===== config.mk =====
export PLATFORM = sky130hd
export DESIGN_NAME = simple_pipe_inst_feeder
export DESIGN_NICKNAME = d
export VERILOG_FILES = /design/src/rtl/simple_pipe_inst_feeder.sv
export SDC_FILE = /design/constraint.sdc
export NUM_CORES = 1
export LEC_CHECK = 0
export ABC_AREA = 1
export BUFFER_PORTS_ARGS = -buffer_cell sky130_fd_sc_hd__clkbuf_2
export CAP_MARGIN = 5
export CORE_MARGIN = 8
export CORE_UTILIZATION = 50
export CTS_CLUSTER_DIAMETER = 80
export DETAILED_ROUTE_END_ITERATION = 7
export GPL_ROUTABILITY_DRIVEN = 0
export PLACE_DENSITY = 0.69
export SETUP_SLACK_MARGIN = 0.15
export SYNTH_ARGS = -nofsm -noshare
export SYNTH_HDL_FRONTEND = slang
export SYNTH_SLANG_ARGS = --single-unit

===== constraint.sdc =====
create_clock -name clk -period 2.7 [get_ports clk]
set_input_delay 0.54 -clock clk [delete_from_list [all_inputs] [get_ports clk]]
set_output_delay 0.54 -clock clk [all_outputs]
set_load 0.1 [all_outputs]

===== src/rtl/simple_pipe_inst_feeder.sv =====
// Instruction feeder for the simplePipe datapath: buffers instructions in a small FIFO,
// issues one per cycle on `inst`, pulses `start` per issue, and counts issued ADDs.
module simple_pipe_inst_feeder #(
    parameter int DEPTH  = 4,
    parameter int INST_W = 8
) (
    input  logic                       clk,
    input  logic                       rst,
    input  logic                       flush,
    input  logic                       in_valid,
    input  logic [INST_W-1:0]          in_inst,
    output logic                       in_ready,
    input  logic                       out_ready,
    output logic                       out_valid,
    output logic [INST_W-1:0]          inst,
    output logic                       start,
    output logic                       is_add,
    output logic [$clog2(DEPTH):0]     count,
    output logic [7:0]                 add_cnt,
    output logic                       overflow_err
);

    localparam int AW = $clog2(DEPTH);
    localparam int CW = AW + 1;
    localparam logic [1:0] OP_ADD = 2'b01;

    logic [INST_W-1:0] r_mem [DEPTH];
    logic [AW-1:0]     r_wr_ptr;
    logic [AW-1:0]     r_rd_ptr;
    logic [CW-1:0]     r_count;
    logic [7:0]        r_add_cnt;
    logic              r_overflow_err;

    logic w_full;
    logic w_empty;
    logic w_push;
    logic w_pop;

    assign w_full  = (r_count == CW'(DEPTH));
    assign w_empty = (r_count == '0);

    // Ready depends only on registered occupancy, so a pop never frees a slot the same cycle.
    assign in_ready  = !w_full;
    assign out_valid = !w_empty;
    assign inst      = w_empty ? '0 : r_mem[r_rd_ptr];
    assign start     = out_valid && out_ready;
    assign is_add    = out_valid && (inst[INST_W-1 -: 2] == OP_ADD);

    assign w_push = in_valid && in_ready && !flush;
    assign w_pop  = start;

    assign count        = r_count;
    assign add_cnt      = r_add_cnt;
    assign overflow_err = r_overflow_err;

    // NOTE: storage is deliberately left out of reset; valid data is tracked by the pointers,
    // so resetting the array would only cost reset fan-out.
    always_ff @(posedge clk) begin
        if (w_push) begin
            r_mem[r_wr_ptr] <= in_inst;
        end
    end

    always_ff @(posedge clk) begin
        if (rst) begin
            r_wr_ptr <= '0;
            r_rd_ptr <= '0;
            r_count  <= '0;
        end else if (flush) begin
            r_wr_ptr <= '0;
            r_rd_ptr <= '0;
            r_count  <= '0;
        end else begin
            if (w_push) begin
                r_wr_ptr <= r_wr_ptr + AW'(1);
            end
            if (w_pop) begin
                r_rd_ptr <= r_rd_ptr + AW'(1);
            end
            case ({w_push, w_pop})
                2'b10:   r_count <= r_count + CW'(1);
                2'b01:   r_count <= r_count - CW'(1);
                default: r_count <= r_count;
            endcase
        end
    end

    always_ff @(posedge clk) begin
        if (rst) begin
            r_add_cnt      <= '0;
            r_overflow_err <= 1'b0;
        end else begin
            if (start && is_add && (r_add_cnt != 8'hFF)) begin
                r_add_cnt <= r_add_cnt + 8'd1;
            end
            if (in_valid && !in_ready) begin
                r_overflow_err <= 1'b1;
            end
        end
    end

endmodule


Yosys cells after proc, flatten, opt, wreduce, memory -nomap -nowiden. Memories as Yosys holds them, arrays and structs flattened. A register that Yosys moved wholly into a read port is not among the register bits. Cells that the tools add are included.

Flip-flop bits (word level): 16. Bits in writable memories: 32. Bits of input ports: 13. Output and inout port bits: 24. Word-level logic and storage cells: 35. Memories: 1.

Add/subtract/negate cells: 5. Equal/unequal tests: 5. Muxes and demuxes: 6. Reductions and logical operators: 13.

Memory list: r_mem (words 4, width 8, read ports 1, clocked after Yosys merged registers in 1, write ports 1, RTL line 27) `logic [INST_W-1:0] r_mem [DEPTH];`.

Operators by type and width (number): 8-bit by 1-bit adder with 8-bit output (second input constant) (1); 8-bit two-way mux (1); 8-bit != test (second input constant) (1); 1-bit logical AND (7); 3-bit one-hot mux with 2 select lines (1); 2-bit by 1-bit adder with 2-bit output (second input constant) (2); 2-bit by 1-bit == test with 1-bit output (second input constant) (2); 2-bit two-way mux (2); 3-bit by 1-bit adder with 3-bit output (second input constant) (1); 3-bit == test (second input constant) (1); 1-bit logical NOT (3); 3-bit logical NOT (1); 3-bit by 1-bit subtractor with 3-bit output (second input constant) (1); 2-bit == test (second input constant) (1); 1-bit two-way mux (2); 2-bit nonzero test (1); 2-bit OR reduction (1).

Depth between registers and ports, before layout. Gate-level depths: netlist (run 1).

Depth after elaboration: 6. Mapped depth: 12.

Least setup slack after synthesis (run 1). OpenSTA, ideal clock, no wires.

Path type: reg2reg. Start: reg r_count[2] (netlist: count[2]). End: reg r_count[2] (netlist: count[2]). Library setup time: 0.122 ns. Arrival time: 3.847 ns. Setup slack: -1.269 ns. Stages on the path, launching flop included: 10. Path buffers: 0. Cell sequence: dfxtp_1 -> nor3_4 -> nor2_1 -> ha_1 -> inv_1 -> fa_1 -> a21oi_1 -> o21ai_0 -> o21ai_0 -> a21oi_1.

RTL lines: start, declared (RTL line 30) `logic [CW-1:0] r_count;`; start signal, assigned (RTL line 81) `2'b10: r_count <= r_count + CW'(1);`; start signal, assigned (RTL line 82) `2'b01: r_count <= r_count - CW'(1);`; start signal, assigned (RTL line 83) `default: r_count <= r_count;`; 3-bit logical NOT (*) (RTL line 40) `assign w_empty = (r_count == '0);`; 1-bit logical NOT (*) (RTL line 44) `assign out_valid = !w_empty;`; 1-bit logical AND (*) (RTL line 46) `assign start = out_valid && out_ready;`; via start (RTL line 16) `output logic start,`; 2-bit by 1-bit == test with 1-bit output / 2-bit == test (equally long branches) (RTL line 80) `case ({w_push, w_pop})`; 3-bit one-hot mux with 2 select lines / 2-bit nonzero test (equally long branches).

Mark *: on every way through the listed nets, which the timed path passes. The rest lies on a longest branch. A chain may end at the register's enable or synchronous reset.

==> flow_summary.json, run 1 <==
{
  "status": "finished, final reports clean",
  "powerDensity_nw_per_um2": 556,
  "startpoint_type": "flop",
  "tns_ns": 0,
  "setup_ws_ns": 0.298,
  "rows": 24,
  "r2r_slack_ns": 0.53,
  "die_w_microns": 83.1,
  "grt_pass1_vias": 1552,
  "antenna_cells": 0,
  "critPathCaptureType": "output pin",
  "fin_skew_ns": 0.00472,
  "fp.dieH_microns": 83.1,
  "cts-root-buf": "clkbuf_8",
  "final_cell_count_no_fill": 321,
  "p_clk_share_pct": 28.5,
  "cp.arrival_ns": 1.86,
  "cts_num_sinks": 50,
  "antenna_found_initial": 0,
  "rsz0062_at_grt": "no",
  "syn_nets": 245,
  "yosys.cell_count.top_type": "nor2_1",
  "drc": 0,
  "die-area_sq_um": 6910,
  "area_growth_pct": 17.7,
  "period_needed_ns": 2.40,
  "syn_inst": 225,
  "power_frac_comb_pct": 15.0,
  "post-dp-hpwl_microns": 3150,
  "io_buffers": 36,
  "insertion_delay_ns": 0.30,
  "ys_seq_area_share_pct": 58.7,
  "grt_start_max_net_pins": 17,
  "fp.coreArea_sq_um": 4350,
  "ctsHoldBuffers": 0,
  "synthArstFlopShare_pct": 0,
  "drt_iter0_markers": 77,
  "grt_pass1_wl_microns": 7050,
  "wl_met1_microns": 2060,
  "slew_viol_final": 0,
  "nets": 288,
  "synth.distinct_cells": 29,
  "worst-path-max-fanout": 9,
  "numCtsBuffers": 5,
  "maxSlewHeadroom_pct": 63.6,
  "fmax_mhz": 416,
  "synth.top_cells.by_area": "edfxtp_1 (43%), dfxtp_1 (16%), nor2_1 (6.3%)",
  "internal_power_w": 0.00105,
  "required_ns": 2.16,
  "viasPerCell": 4.93,
  "hold_viol": 0,
  "place_inst": 313,
  "place_ws_ns": 0.513,
  "synth-edff-count": 32,
  "met3_length_microns": 144,
  "via_count": 1584,
  "synth_top_area_cell": "edfxtp_1",
  "wl_met2_microns": 1980,
  "layout-drive-gt1-share_pct": 27.5,
  "cts_tree": "yes",
  "swShare_pct": 28.9,
  "wirelength_microns": 4280,
  "critPathKind": "reg -> out",
  "path_clk_slew_ns": 0.09,
  "synth_top_area_share_pct": 42.7,
  "switchingPower_w": 0.000426,
  "syn_avg_cell_area_sq_um": 10.0,
  "wl_per_cell_microns": 13.3,
  "cts_max_level": 2,
  "leakage_nw": 1.07,
  "ys_warn_count": 0,
  "yosys_most_used_dff": "edfxtp_1",
  "fin_crit_sh_pct": 89.0,
  "cap_violations": 0,
  "synth_common_cells": "nor2_1 (38), edfxtp_1 (32), o21ai_0 (26)",
  "top_layer_used": "met4",
  "dr.pass1.iters": 4,
  "setup_violations": 0,
  "fin_hold_ws_ns": 0.424,
  "syn_area_sq_um": 2250,
  "final_util_pct": 60.9,
  "grt-ovfl-total": 0,
  "synth-seq-cells": 50,
  "hold_class": "in -> reg",
  "clk_path_buf_depth": 2,
  "vdd_drop_max_mv": 0.342,
  "worst_pin_slew_ns": 0.549,
  "pin_count": 37,
  "grt_usage_pct": 12.4,
  "antenna_left": 0,
  "post_cts_buffers": 0,
  "seqPwrFrac_pct": 56.5,
  "start_util_pct": 51.7
}
cell usage in the layout, fill, tap and decap left out, types with 3 or more instances in the layout:
cell,count
nor2_1,36
edfxtp_1,32
clkbuf_2,30
o21ai_0,26
inv_1,25
nand2_1,23
a21oi_1,15
dfxtp_1,15
a21oi_2,6
ha_1,6
buf_4,6
clkbuf_8,5
clkbuf_4,5
nand3_1,4
nand2_2,4
xor2_1,4
dfxtp_4,3
repair_timing:
item,CTS,global route
gates resized for setup,0,11
endpoints found under the setup margin,0,6
endpoints found under the hold margin,0,0
final timing paths:
path | from | end | cells after the start
worst max-delay path | flop | inst[1] | 5
worst max register to register | count[0] | count[2] | 11
worst min-delay path | flush | count[0] | 2
worst min register to register | overflow_err | overflow_err | 2
flip-flops by register name, indices dropped and copies added, names as in the netlist, named ones only:
signal and flops:
overflow_err 1, count 3, r_rd_ptr 2, r_wr_ptr 2
r_mem 32, add_cnt 8
per-layer routing:
| layer | vias to the layer above | track usage (%) |
|---|---|---|
| li1 | 835 | - |
| met1 | 718 | 14.5 |
| met2 | 23 | 20.4 |
| met3 | 8 | 3.32 |
| met4 | 0 | 5.91 |
| met5 | - | 0 |
stage by stage:
stage / power (W) / area [sq um]
6_report: 0.00147 / 2650
5_1_grt: 0.00152 / 2650
4_1_cts: 0.00148 / 2640
3_5_place_dp: 0.00107 / 2550
3_3_place_gp: 0.00107 / 2550
2_1_floorplan: 0.00102 / 2300
worst max-delay path, stage by stage (launching register included):
cell and delay [ns]:
dfxtp_1 0.54, clkinv_2 0.21, nor2_1 0.13, o21ai_0 0.10, a21oi_2 0.12, clkbuf_2 0.46
kinds of logic after synthesis:
logic type               after synthesis  synth area share (%)
AND/OR/NAND/NOR                       80                  17.1
flip-flops                            50                  58.7
AO/OA/AOI/OAI                         49                  11.4
buffers and inverters                 34                  6.72
adder cells (fa/ha/maj)                7                  4.22
XOR/XNOR                               5                  1.94
final cells by class:
class | count | area, sq um
well taps | 52 | 65.1
inverters | 28 | 111
clock inverters | 3 | 16.3
clock buffers | 5 | 68.8
flip-flops and latches | 50 | 1330
fillers | 392 | 1700
multi-input cells | 141 | 820
repair buffers | 42 | 238
power by group through the flow:
stage | clock network (W) | logic (W) | registers (W)
floorplan | 0 | 0.000155 | 0.000868
global placement | 0 | 0.000220 | 0.000850
detailed placement | 0 | 0.000220 | 0.000850
CTS | 0.000428 | 0.000221 | 0.000832
global route | 0.000452 | 0.000237 | 0.000834
finish | 0.000420 | 0.000221 | 0.000832
Power figures use the tool's default switching activity.
==> run 2: changes to the inputs <==
- PLACE_DENSITY: 0.69 -> 0.72
- SLEW_MARGIN: not set -> 10
- clock period: 2.7 -> 2.03 ns (I/O delays scaled with it)
==> flow_summary.json, run 2 (synthesis results as in run 1) <==
{
  "status": "finished, final reports clean",
  "post_dp_cell_area_sq_um": 2790,
  "grt-ovfl-total": 0,
  "rsz0062_at_grt": "yes",
  "critPathCaptureType": "output pin",
  "worst_path_largest_cell_delay_ns": 0.41,
  "period_needed_ns": 1.88,
  "hold_depth": 2,
  "place_ws_ns": 0.245,
  "tns_ns": 0,
  "leakage_nw": 1.15,
  "fp.coreArea_sq_um": 4350,
  "final_util_pct": 67.9,
  "cts-root-buf": "clkbuf_8",
  "antenna_found_initial": 0,
  "antenna_left": 0,
  "drc": 0,
  "setup_violations": 0,
  "drt_iter0_markers": 70,
  "fp.dieH_microns": 83.1,
  "io_buffers": 36,
  "grt_pass1_wl_microns": 7630,
  "wirelength_microns": 4540,
  "die_w_microns": 83.1,
  "cts_max_level": 2,
  "layout_common_cells": "edfxtp_1 (32), nor2_1 (29), clkbuf_2 (25), nand2_1 (21), inv_1 (20)",
  "cap_violations": 0,
  "ctsHoldBuffers": 0,
  "largest_register_ffs": 32,
  "powerDensity_nw_per_um2": 727,
  "numCtsBuffers": 5,
  "slew_viol_final": 0,
  "fmax_mhz": 533,
  "path_clk_slew_ns": 0.08,
  "area_growth_pct": 31.3,
  "fin_crit_sh_pct": 92.5,
  "maxSlewHeadroom_pct": 63.5,
  "clk_path_buf_depth": 2,
  "top_register": "r_mem",
  "via_count": 1667,
  "dr.pass1.iters": 4,
  "fin_skew_ns": 0.00538,
  "antenna_cells": 0,
  "final_common_cell": "edfxtp_1",
  "nets": 291,
  "worst_pin_slew_ns": 0.550,
  "crit_top_cell": "nor2_1",
  "wl_per_cell_microns": 14.0,
  "crit_chain": "buf_6 -> nor2_1 -> nor2_1 -> o21ai_1 -> a21oi_2 -> buf_12",
  "critPathKind": "reg -> out",
  "grt_usage_pct": 13.4,
  "start_util_pct": 51.7,
  "ff2ff_path_depth": 10,
  "grt_start_max_net_pins": 17,
  "critPathSlowestCell": "dfxtp_4",
  "die-area_sq_um": 6910,
  "worst-path-max-fanout": 7,
  "cts_tree": "yes",
  "required_ns": 1.62,
  "post-dp-hpwl_microns": 3170,
  "vdd_drop_max_mv": 0.485,
  "insertion_delay_ns": 0.30,
  "hold_viol": 0,
  "viasPerCell": 5.15,
  "fin_hold_ws_ns": 0.322,
  "grt_pass1_vias": 1647,
  "rows": 24,
  "startpoint_type": "flop",
  "fin_area_sq_um": 2960,
  "setup_ws_ns": 0.152,
  "hold_class": "in -> reg",
  "cts_num_sinks": 50,
  "layout-drive-gt1-share_pct": 38.6,
  "cp.arrival_ns": 1.47,
  "pin_count": 37
}
[run 2: cell types whose count changed in the layout (fill, tap and decap cells not counted), moves of 7 or more]
cell	before	now
buf_12	0	10
dfxtp_1	15	6
dfxtp_2	0	7
nor2_1	36	29
o21ai_0	26	17
o21ai_1	1	9
[run 2: area by class of cell]
cell class | count | area [sq um]
timing repair buffer | 45 | 412
clock inverter | 3 | 40.0
multi-input combinational | 141 | 893
sequential | 50 | 1350
clock buffer | 5 | 68.8
tap | 52 | 65.1
inverter | 28 | 130
fill | 323 | 1400
[run 2: path summary, 6_finish.rpt]
path	from	to	slack, ns
setup / recovery	flop	inst[0]	0.15
hold / removal	flush	count[0]	0.32
setup reg to reg	count[2]	count[2]	0.26
hold reg to reg	r_rd_ptr[1]	flop	0.48
[run 2: critical path: cells and delay by family (launching register included)]
kind                   cells  cell delay, ns
and+or+nand+nor            2            0.15
DFF                        1            0.41
buffers and inverters      2            0.32
AOI/OAI and AO/OA          2            0.28
[run 2: routing by layer]
| layer | up-vias | part of all wire [%] | global-route usage (%) |
|---|---|---|---|
| met5 | - | 0 | 0 |
| met3 | 6 | 6.1 | 5.08 |
| met2 | 42 | 52 | 23.3 |
| li1 | 841 | - | - |
| met4 | 0 | 0.97 | 4.15 |
| met1 | 778 | 41 | 14.8 |
[run 2: where the power goes]
part / internal [W] / switching (W) / total, W
sequential: 0.00109 / 0.0000123 / 0.00111
combinational: 0.000123 / 0.000255 / 0.000378
clock: 0.000362 / 0.000305 / 0.000667
[run 2: per-stage QoR]
step | instances | power [W]
floorplan | 225 | 0.00138
global placement | 313 | 0.00149
detailed placement | 313 | 0.00150
CTS | 323 | 0.00217
global route | 324 | 0.00223
finish | 324 | 0.00215
[run 2: what timing repair did]
item	4_1_cts	5_1_grt
endpoints found under the hold margin	0	0
endpoints found under the setup margin	9	9
pin swaps	6	6
resized for setup	8	14
setup buffers	2	1
gates cloned	0	0
==> run 3: changes to the inputs <==
==> constraint.sdc (replaced) <==
create_clock -name clk -period 2.03 [get_ports clk]
set_input_delay 0.406 -clock clk [delete_from_list [all_inputs] [get_ports clk]]
set_output_delay 0.406 -clock clk [all_outputs]
set_load 0.005 [all_outputs]
==> flow_summary.json, run 3 (synthesis results as in run 1) <==
{
  "status": "finished, final reports clean",
  "grt-ovfl-total": 0,
  "ctsHoldBuffers": 0,
  "cts_max_level": 2,
  "leakage_nw": 1.12,
  "grt_pass1_vias": 1596,
  "cts_tree": "yes",
  "grt_usage_pct": 13.0,
  "rows": 24,
  "io_buffers": 36,
  "maxSlewHeadroom_pct": 77.4,
  "largest_register_ffs": 32,
  "hold_viol": 0,
  "setup_violations": 0,
  "dr.pass1.iters": 4,
  "hold_depth": 2,
  "vdd_drop_max_mv": 0.403,
  "top_register": "r_mem",
  "post-dp-hpwl_microns": 3160,
  "critPathCaptureType": "flop",
  "cp.arrival_ns": 2.02,
  "cts-root-buf": "clkbuf_8",
  "rsz0062_at_grt": "yes",
  "layout_common_cells": "nor2_1 (37), clkbuf_2 (36), edfxtp_1 (32), o21ai_0 (24)",
  "critPathTopFamily": "adder cells",
  "fin_skew_ns": 0.00440,
  "cap_violations": 0,
  "numCtsBuffers": 5,
  "die-area_sq_um": 6910,
  "total_power_w": 0.00207,
  "tns_ns": 0,
  "antenna_left": 0,
  "min_from": "flush",
  "final_common_cell": "nor2_1",
  "grt_start_max_net_pins": 17,
  "antenna_cells": 0,
  "fillerInstances": 342,
  "ff2ff_path_depth": 11,
  "drt_iter0_markers": 127,
  "fp.coreArea_sq_um": 4350,
  "wl_per_cell_microns": 14.0,
  "fin_crit_sh_pct": 90.1,
  "crit_top_cell": "o21ai_1",
  "fp.dieH_microns": 83.1,
  "start_util_pct": 51.7,
  "grt_pass1_wl_microns": 7350,
  "required_ns": 2.22,
  "seq_area_sq_um": 1340,
  "nets": 294,
  "reg2reg_from": "count[0]",
  "cts_num_sinks": 50,
  "drc": 0,
  "antenna_found_initial": 0,
  "fin_hold_ws_ns": 0.299,
  "wirelength_microns": 4560,
  "critPathKind": "reg -> reg",
  "startpoint_type": "flop",
  "fmax_mhz": 547,
  "worst-path-max-fanout": 4,
  "area_growth_pct": 20.3,
  "period_needed_ns": 1.83,
  "insertion_delay_ns": 0.30,
  "worst_path_largest_cell_delay_ns": 0.39,
  "r2r_slack_ns": 0.20,
  "final_util_pct": 62.2,
  "r2r_end": "count[2]",
  "viasPerCell": 5.11,
  "crit_chain": "inv_4 -> nand3_2 -> nand2_2 -> or2_1 -> ha_1 -> inv_2 -> fa_2 -> a21oi_2 -> o21ai_1 -> o21ai_1 -> a21oi_1",
  "multiInputGateArea_sq_um": 791,
  "die_w_microns": 83.1,
  "powerDensity_nw_per_um2": 763,
  "hold_class": "in -> reg",
  "path_clk_slew_ns": 0.09,
  "critPathSlowestCell": "fa_2",
  "pin_count": 37,
  "worst_pin_slew_ns": 0.338,
  "via_count": 1670,
  "layout-drive-gt1-share_pct": 29.5,
  "slew_viol_final": 0,
  "path_buf_inv": 2,
  "hold_path_end": "count[0]",
  "clk_path_buf_depth": 2
}
==> run 3: changes by cell type in the layout (fill, tap and decap cells not counted), sizes merged <==
cell and delta:
buf -8, clkbuf +11, clkinv -2, clkinvlp -1, inv +3
==> run 3: what timing repair did <==
action                     in CTS  in global routing
setup buffers                   0                  3
resized for setup               2                  8
cloned                          0                  0
pin swaps                       0                  3
setup endpoints to repair       9                  9
==> run 3: layout make-up <==
cell class | instances | area share [%]
Clock inverter | 3 | 2.36
Timing Repair Buffer | 48 | 9.98
Sequential cell | 50 | 49.3
Clock buffer | 5 | 2.54
Multi-Input combinational cell | 141 | 29.2
Inverter | 28 | 4.25
Tap cell | 52 | 2.40
==> run 3: stage by stage <==
stage                     cells  worst slack, ns  area [sq um]
after global routing        327           0.0458          2710
after global placement      316            0.203          2530
after floorplan             225            0.163          2260
final                       327            0.201          2710
after CTS                   324            0.133          2670
after detailed placement    316            0.189          2530
==> run 3: worst max path at each step <==
| stage | to | slack (ns) | cells past startpoint | startpoint |
|---|---|---|---|---|
| detailed placement | count[2] | 0.19 | 10 | out_ready |
| CTS | is_add | 0.13 | 7 | flop |
| global placement | count[2] | 0.20 | 10 | out_ready |
| global route | count[2] | 0.05 | 11 | count[0] |
| floorplan | count[2] | 0.16 | 12 | count[0] |
| finish | count[2] | 0.20 | 11 | count[0] |
==> run 3: routing by layer <==
metal  GRT usage, %  vias up  routed length, microns
met5              0        -                       0
met4           4.95        0                      63
met3           4.59        5                     279
met2           22.1       35                    2250
met1           14.5      787                    1970
li1               -      843                       -
==> run 3: where the power goes <==
part           switching (W)  leakage (nW)  internal, W
combinational      0.0000976         0.616    0.0000626
clock               0.000314        0.0658     0.000487
sequential         0.0000113         0.439      0.00110
total               0.000423          1.12      0.00165
